`config.mk`:
```
export PLATFORM = sky130hd
export DESIGN_NAME = pipe_hazard_ctrl
export DESIGN_NICKNAME = d
export VERILOG_FILES = /design/src/rtl/pipe_hazard_ctrl_pkg.sv /design/src/rtl/pipe_hazard_ctrl_md_seq.sv /design/src/rtl/pipe_hazard_ctrl.sv
export SDC_FILE = /design/constraint.sdc
export NUM_CORES = 1
export LEC_CHECK = 0
export ABC_AREA = 0
export CORE_ASPECT_RATIO = 1.1
export CORE_UTILIZATION = 42
export DETAILED_ROUTE_END_ITERATION = 10
export PLACE_DENSITY_LB_ADDON = 0.12
export REMOVE_ABC_BUFFERS = 1
export SETUP_SLACK_MARGIN = 0.4
export SYNTH_ARGS = -nofsm -noshare
export SYNTH_HDL_FRONTEND = slang
export SYNTH_SLANG_ARGS = --single-unit
```
`constraint.sdc`:
```
create_clock -name clk -period 4.16 [get_ports clk]
set_clock_uncertainty 0.15 [all_clocks]
set_input_delay 0.624 -clock clk [delete_from_list [all_inputs] [get_ports clk]]
set_output_delay 0.624 -clock clk [all_outputs]
set_load 0.05 [all_outputs]
```
`src/rtl/pipe_hazard_ctrl_pkg.sv`:
```
// Shared types and constants for the pipeline hazard controller and its
// multiply/divide sequencer.
package pipe_hazard_ctrl_pkg;

  typedef enum logic [1:0] {
    MD_IDLE = 2'd0,
    MD_RUN  = 2'd1,
    MD_DONE = 2'd2
  } md_state_e;

  localparam logic [1:0] MEMTOREG_LOAD = 2'b01;

  localparam int DEF_MULT_CYCLES = 4;
  localparam int DEF_DIV_CYCLES  = 32;

endpackage

```
`src/rtl/pipe_hazard_ctrl_md_seq.sv`:
```
// Sequencer for the shared HI/LO multiply/divide unit: counts the execution
// cycles of an accepted operation, then spends one DONE cycle writing HI/LO.
module md_seq
  import pipe_hazard_ctrl_pkg::*;
#(
  parameter int MULT_CYCLES = DEF_MULT_CYCLES,
  parameter int DIV_CYCLES  = DEF_DIV_CYCLES
) (
  input  logic clk,
  input  logic rst_n,
  input  logic accept,
  input  logic is_div,
  output logic busy,
  output logic done
);

  localparam int MAX_CYCLES = (MULT_CYCLES > DIV_CYCLES) ? MULT_CYCLES : DIV_CYCLES;
  localparam int CNT_W      = ($clog2(MAX_CYCLES) < 1) ? 1 : $clog2(MAX_CYCLES);

  localparam logic [CNT_W-1:0] MULT_LOAD = CNT_W'(MULT_CYCLES - 1);
  localparam logic [CNT_W-1:0] DIV_LOAD  = CNT_W'(DIV_CYCLES - 1);

  md_state_e        state_q, state_d;
  logic [CNT_W-1:0] cnt_q, cnt_d;

  always_ff @(posedge clk) begin
    if (!rst_n) begin
      state_q <= MD_IDLE;
      cnt_q   <= '0;
    end else begin
      state_q <= state_d;
      cnt_q   <= cnt_d;
    end
  end

  // The counter only moves down while nonzero in RUN, so it can never wrap.
  always_comb begin
    state_d = state_q;
    cnt_d   = cnt_q;
    case (state_q)
      MD_IDLE: begin
        if (accept) begin
          state_d = MD_RUN;
          cnt_d   = is_div ? DIV_LOAD : MULT_LOAD;
        end
      end
      MD_RUN: begin
        if (cnt_q == '0) state_d = MD_DONE;
        else             cnt_d   = cnt_q - 1'b1;
      end
      MD_DONE: state_d = MD_IDLE;
      default: state_d = MD_IDLE;
    endcase
  end

  always_comb begin
    busy = (state_q != MD_IDLE);
    done = (state_q == MD_DONE);
  end

endmodule

```
`src/rtl/pipe_hazard_ctrl.sv`:
```
// Stall/flush/bubble controller for the five-stage pipeline: resolves load-use,
// redirect and HI/LO structural hazards and launches the multiply/divide unit.
module pipe_hazard_ctrl
  import pipe_hazard_ctrl_pkg::*;
#(
  parameter int MULT_CYCLES = DEF_MULT_CYCLES,
  parameter int DIV_CYCLES  = DEF_DIV_CYCLES
) (
  input  logic       clk,
  input  logic       rst_n,
  input  logic [4:0] id_ra,
  input  logic [4:0] id_rb,
  input  logic       id_uses_ra,
  input  logic       id_uses_rb,
  input  logic       id_hilo_rd,
  input  logic       id_md_start,
  input  logic       id_md_div,
  input  logic [4:0] ex_rw,
  input  logic       ex_regWr,
  input  logic [1:0] ex_memtoreg,
  input  logic       ex_branch_taken,
  input  logic       ex_exc,
  output logic       pc_stall,
  output logic       ifid_stall,
  output logic       ifid_flush,
  output logic       BranchBubble,
  output logic       md_busy,
  output logic       md_done
);

  logic load_use;
  logic md_haz;
  logic redirect;
  logic md_accept;

  always_comb begin
    load_use = ex_regWr && (ex_memtoreg == MEMTOREG_LOAD) && (ex_rw != 5'd0) &&
               ((id_uses_ra && (id_ra == ex_rw)) || (id_uses_rb && (id_rb == ex_rw)));
    md_haz   = md_busy && (id_hilo_rd || id_md_start);
    redirect = ex_exc || ex_branch_taken;
    // A flushed or stalled mult/div must not start the unit.
    md_accept = id_md_start && !redirect && !md_haz && !load_use;
  end

  always_comb begin
    pc_stall     = 1'b0;
    ifid_stall   = 1'b0;
    ifid_flush   = 1'b0;
    BranchBubble = 1'b0;
    if (redirect) begin
      ifid_flush   = 1'b1;
      BranchBubble = 1'b1;
    end else if (load_use || md_haz) begin
      pc_stall     = 1'b1;
      ifid_stall   = 1'b1;
      BranchBubble = 1'b1;
    end
  end

  md_seq #(
    .MULT_CYCLES(MULT_CYCLES),
    .DIV_CYCLES (DIV_CYCLES)
  ) u_md_seq (
    .clk   (clk),
    .rst_n (rst_n),
    .accept(md_accept),
    .is_div(id_md_div),
    .busy  (md_busy),
    .done  (md_done)
  );

endmodule

```
### Word-level counts from Yosys, hierarchy flattened

Cells that the tools add are included.

| operators by class | value |
|---|---|
| add/sub/neg operators | 1 |
| equal/unequal tests | 8 |
| muxes and demuxes | 11 |
| reduce and logical (&&, ||, !) cells | 23 |

Operators with widths:

| operator | count |
|---|---|
| 5-bit two-way mux | 3 |
| 5-bit equality test | 2 |
| 5-bit one-hot mux with 2 select lines | 1 |
| 1-bit logical AND | 9 |
| 5-bit logical NOT | 1 |
| 5-bit nonzero test | 1 |
| 5-bit by 1-bit subtractor with 5-bit output (second input constant) | 1 |
| 2-bit by 1-bit equality test with 1-bit output (second input constant) | 2 |
| 1-bit logical OR | 4 |
| 1-bit two-way mux | 4 |
| 2-bit two-way mux | 2 |
| 2-bit inequality test (second input constant) | 2 |
| 2-bit one-hot mux with 2 select lines | 1 |
| 2-bit nonzero test | 2 |
| 1-bit logical NOT | 3 |
| 3-bit AND reduction | 1 |
| 2-bit equality test (second input constant) | 1 |
| 2-bit logical NOT | 1 |
| 2-bit by 1-bit inequality test with 1-bit output (second input constant) | 1 |
| 2-bit AND reduction | 1 |

| storage, ports and cells | value |
|---|---|
| flip-flop bits (word level) | 7 |
| bits of input ports | 27 |
| output and inout bits | 6 |

### Longest topological paths before layout

| depth | value |
|---|---|
| depth in word-level cells | 8 |
| mapped depth | 7 |

### Modules after synthesis

From an unflattened synthesis, not the netlist that was laid out.

| unflattened totals | value |
|---|---|
| cells, all modules | 70 |
| area, all modules | 573.0 µm² |

By module, submodules not included:

| module | instances | cells each | area an instance (µm²) | seq. area each (µm²) |
|---|---|---|---|---|
| md_seq | 1 | 41 | 370.4 | 140.1 |
| pipe_hazard_ctrl | 1 | 29 | 202.7 | 0.0 |

### Least setup slack after synthesis

Ideal clock, no wire load.

| timing | value |
|---|---|
| path type | input -> output |
| start | input port ex_rw[1] |
| end | output port pc_stall |
| arrival | 2.368 ns |
| data required time | 3.386 ns |
| slack | 1.018 ns |
| cell stages on the path | 6 |
| path buffers | 1 |
| path through | xnor2_1 > nand4_1 > o22ai_1 > nand2_1 > a21oi_1 > buf_4 |

| between the ends | value |
|---|---|
| cells in the longest elaborated chain, start to end | 7 |
| elaborated cells between the ends (all ways) | 11 |
| those cells by class | 2 x eq/ne; 2 x mux; 7 x reduce/logical |

RTL lines:

| element | RTL line | RTL |
|---|---|---|
| from (decl) | pipe_hazard_ctrl.sv:18 | `input logic [4:0] ex_rw,` |
| 5-bit equality test | pipe_hazard_ctrl.sv:38 | `((id_uses_ra && (id_ra == ex_rw)) \|\| (id_uses_rb && (id_rb == ex_rw)));` |
| 1-bit logical AND | pipe_hazard_ctrl.sv:38 |  |
| 1-bit logical OR | pipe_hazard_ctrl.sv:38 |  |
| 1-bit logical AND (*) | pipe_hazard_ctrl.sv:37 | `load_use = ex_regWr && (ex_memtoreg == MEMTOREG_LOAD) && (ex_rw != 5'd0) &&` |
| 1-bit logical OR (*) | pipe_hazard_ctrl.sv:53 | `end else if (load_use \|\| md_haz) begin` |
| 1-bit two-way mux (*) (2 in series) | n/a |  |
| to (decl) | pipe_hazard_ctrl.sv:23 | `output logic pc_stall,` |

Every way passes the cells marked *; elsewhere a longest branch is shown, timed or not.

### Worst setup path in the final report

| timing | value |
|---|---|
| start | input port ex_rw[4] |
| end | output port BranchBubble |

| between the ends | value |
|---|---|
| cells in the longest elaborated chain, start to end | 7 |
| elaborated cells between the ends (all ways) | 11 |
| those cells by class | 2 x eq/ne; 2 x mux; 7 x reduce/logical |

RTL lines:

| element | RTL line | RTL |
|---|---|---|
| 5-bit equality test | pipe_hazard_ctrl.sv:38 |  |
| 1-bit logical AND | pipe_hazard_ctrl.sv:38 |  |
| 1-bit logical OR | pipe_hazard_ctrl.sv:38 |  |
| 1-bit logical AND (*) | pipe_hazard_ctrl.sv:37 |  |
| 1-bit logical OR (*) | pipe_hazard_ctrl.sv:53 |  |
| 1-bit two-way mux (*) | pipe_hazard_ctrl.sv:53 |  |
| 1-bit two-way mux (*) | pipe_hazard_ctrl.sv:50 | `if (redirect) begin` |
| to (decl) | pipe_hazard_ctrl.sv:26 | `output logic BranchBubble,` |

Marks and branches as above.

==> qor.yml <==
synth_xor_area_share_pct: 14.9
yosys.area_share.simple_pct: 31.7
diodes: 0
place_ws_ns: 0.546
post_drt_wl_per_cell_microns: 12.3
rsz0062_at_grt: "no"
instances_no_fill: 138
io_buffers: 32
final_util_pct: 71.6
start_util_pct: 46.2
cts_max_level: 1
grt_pass1_wl_microns: 2810
cts.sinks: 7
synthCells: 89
netlist_area_sq_um: 647
crit_arrival_ns: 2.76
synth.distinct_cells: 32
worst_pin_slew_ns: 0.507
vias_per_cell: 5.67
p_leak_nw: 0.396
drtIter0Drc: 23
routed_wl_microns: 1700
dr.pass1.iters: 6
maxCapViolations: 0
ys.flop_type: "dfxtp_1"
post-route-period-util_pct: 84.9
synth_compound_area_share_pct: 22.1
cts_root_buf: "clkbuf_4"
final_nets: 152
place_inst: 134
fmax_mhz: 283
hold_viol_final: 0
drv_slew: 0
p_per_area_nw_per_um2: 219
gp_congestion: 0.806
peakVddDrop_mv: 0.101
dp_hpwl_microns: 1450
grt_usage_pct: 23.4
post-cts-setup-buffers: 0
synth-edff-count: 0
fin_setup_tns_ns: 0
insertion_delay_ns: 0.25
die_area_sq_um: 1700
hold_path.class: "reg -> reg"
cts_tree: "done"
synthAdderAreaFrac_pct: 3.87
synth-seq-area-share_pct: 21.7
die_height_microns: 43.2
worst_slack_ns: 0.628
drive_gt1_share_pct: 3.28
grt_pass1_vias: 695
fill_cells: 127
synth_area_per_cell_sq_um: 7.27
path_clk_slew_ns: 0.05
core-area_sq_um: 1400
yosys_warnings: 0
register_area_sq_um: 140
crit_type: "in -> out"
synthMuxAreaShare_pct: 0
drc: 0
cts_buffers: 3
io_pins: 33
setup_viol: 0
grt_start_max_net_pins: 9
ys_ff_latch: 7
layout_common_cells: "clkdlybuf4s50_1, xnor2_1, nand2_1, nor3_1, dfxtp_1"
areaGrowthSynthToFinish_pct: 55.1
drt.antenna.violating_nets: 0
num_rows: 14
multi_input_area_sq_um: 469
synth_top_family_by_area: "simple AND/OR/NAND/NOR gates"
relSlewSlack_pct: 66.1
async_reset_ff_share_pct: 0
required_ns: 3.39
path_max_fanout: 3
finalCriticalPeriod_ns: 3.53
final_common_cell: "clkdlybuf4s50_1"
antenna_found_initial: 0
endpoint_kind: "output pin"
status: "finished, final reports clean"
startpoint_type: "input pin"
dr_total_vias: 783
die_w_microns: 39.4
clockBufferDepth: 2
grt_overflow: 0
-- final cells by class --
type,instances,area share (%)
clock buffer,4,2.62
inverter,6,2.24
multi-input combinational,73,46.8
sequential,7,14.0
tap,16,2.00
timing repair buffer,32,32.4
-- flip-flops by register name, summed over array words and instances (netlist names) --
name,cells
u_md_seq.cnt_q,5
u_md_seq.state_q,2
-- cells by family after synthesis --
group | after synthesis
compound gates | 22
xor+xnor | 11
fa+ha+maj | 2
buf+inv | 9
flops | 7
simple gates | 38
-- critical path, cell delays in order --
cell and delay [ns]:
clkdlybuf4s50_1 0.53, xnor2_1 0.15, nand4_1 0.13, o22ai_1 0.27, nand2_1 0.14, nand3_1 0.10
clkdlybuf4s50_1 0.81
-- path summary, 6_finish.rpt --
kind / startpoint / end / slack [ns] / cells after the start
min: u_md_seq.cnt_q[0] / u_md_seq.cnt_q[0] / 0.40 / 2
max reg2reg: u_md_seq.cnt_q[0] / u_md_seq.cnt_q[4] / 2.34 / 6
max: ex_rw[4] / BranchBubble / 0.63 / 7
min reg2reg: u_md_seq.cnt_q[0] / u_md_seq.cnt_q[0] / 0.40 / 2
-- synthesized netlist by cell type (2+ instances only) --
cell | n | area [sq um]
xnor2_1 | 10 | 87.6
nand2_1 | 9 | 33.8
nor3_1 | 9 | 45.0
dfxtp_1 | 7 | 140
inv_1 | 6 | 22.5
o21ai_0 | 6 | 30.0
a21oi_1 | 4 | 20.0
nor2_1 | 4 | 15.0
o211ai_1 | 3 | 22.5
a31oi_1 | 2 | 12.5
a41oi_1 | 2 | 17.5
clkbuf_1 | 2 | 7.51
ha_1 | 2 | 25.0
nand3_1 | 2 | 10.0
nand4_1 | 2 | 12.5
nor2b_1 | 2 | 12.5
nor3b_1 | 2 | 15.0
-- metrics by stage --
stage	instance area [sq um]	power, mW	hold slack [ns]
after detailed placement	972	0.158	0.391
after CTS	998	0.220	0.401
after global routing	1000	0.231	0.441
final	1000	0.220	0.398
after global placement	972	0.156	0.386
after floorplan	632	0.118	0.349
-- power by group --
| group | switching (mW) | internal (mW) |
|---|---|---|
| Combinational | 0.0392 | 0.0434 |
| Sequential | 0.00339 | 0.0709 |
| Clock | 0.0260 | 0.0367 |
| Total | 0.0686 | 0.151 |
-- per-layer routing --
metal  wire length [microns]  vias up  share of wire (%)  track usage [%]
li1                        -      388                  -                -
met1                     684      347                 40             24.8
met2                     871       40                 51             43.9
met3                     104        8                6.1             2.62
met4                      41        0                2.4             8.28
met5                       0        -                  0                0
-- timing repair --
action                                 CTS  global route
setup endpoints to repair                0             2
endpoints found under the hold margin    0             0
hold buffers                             0             0
resized for setup                        0             2
(Power assumes the default switching activity.)
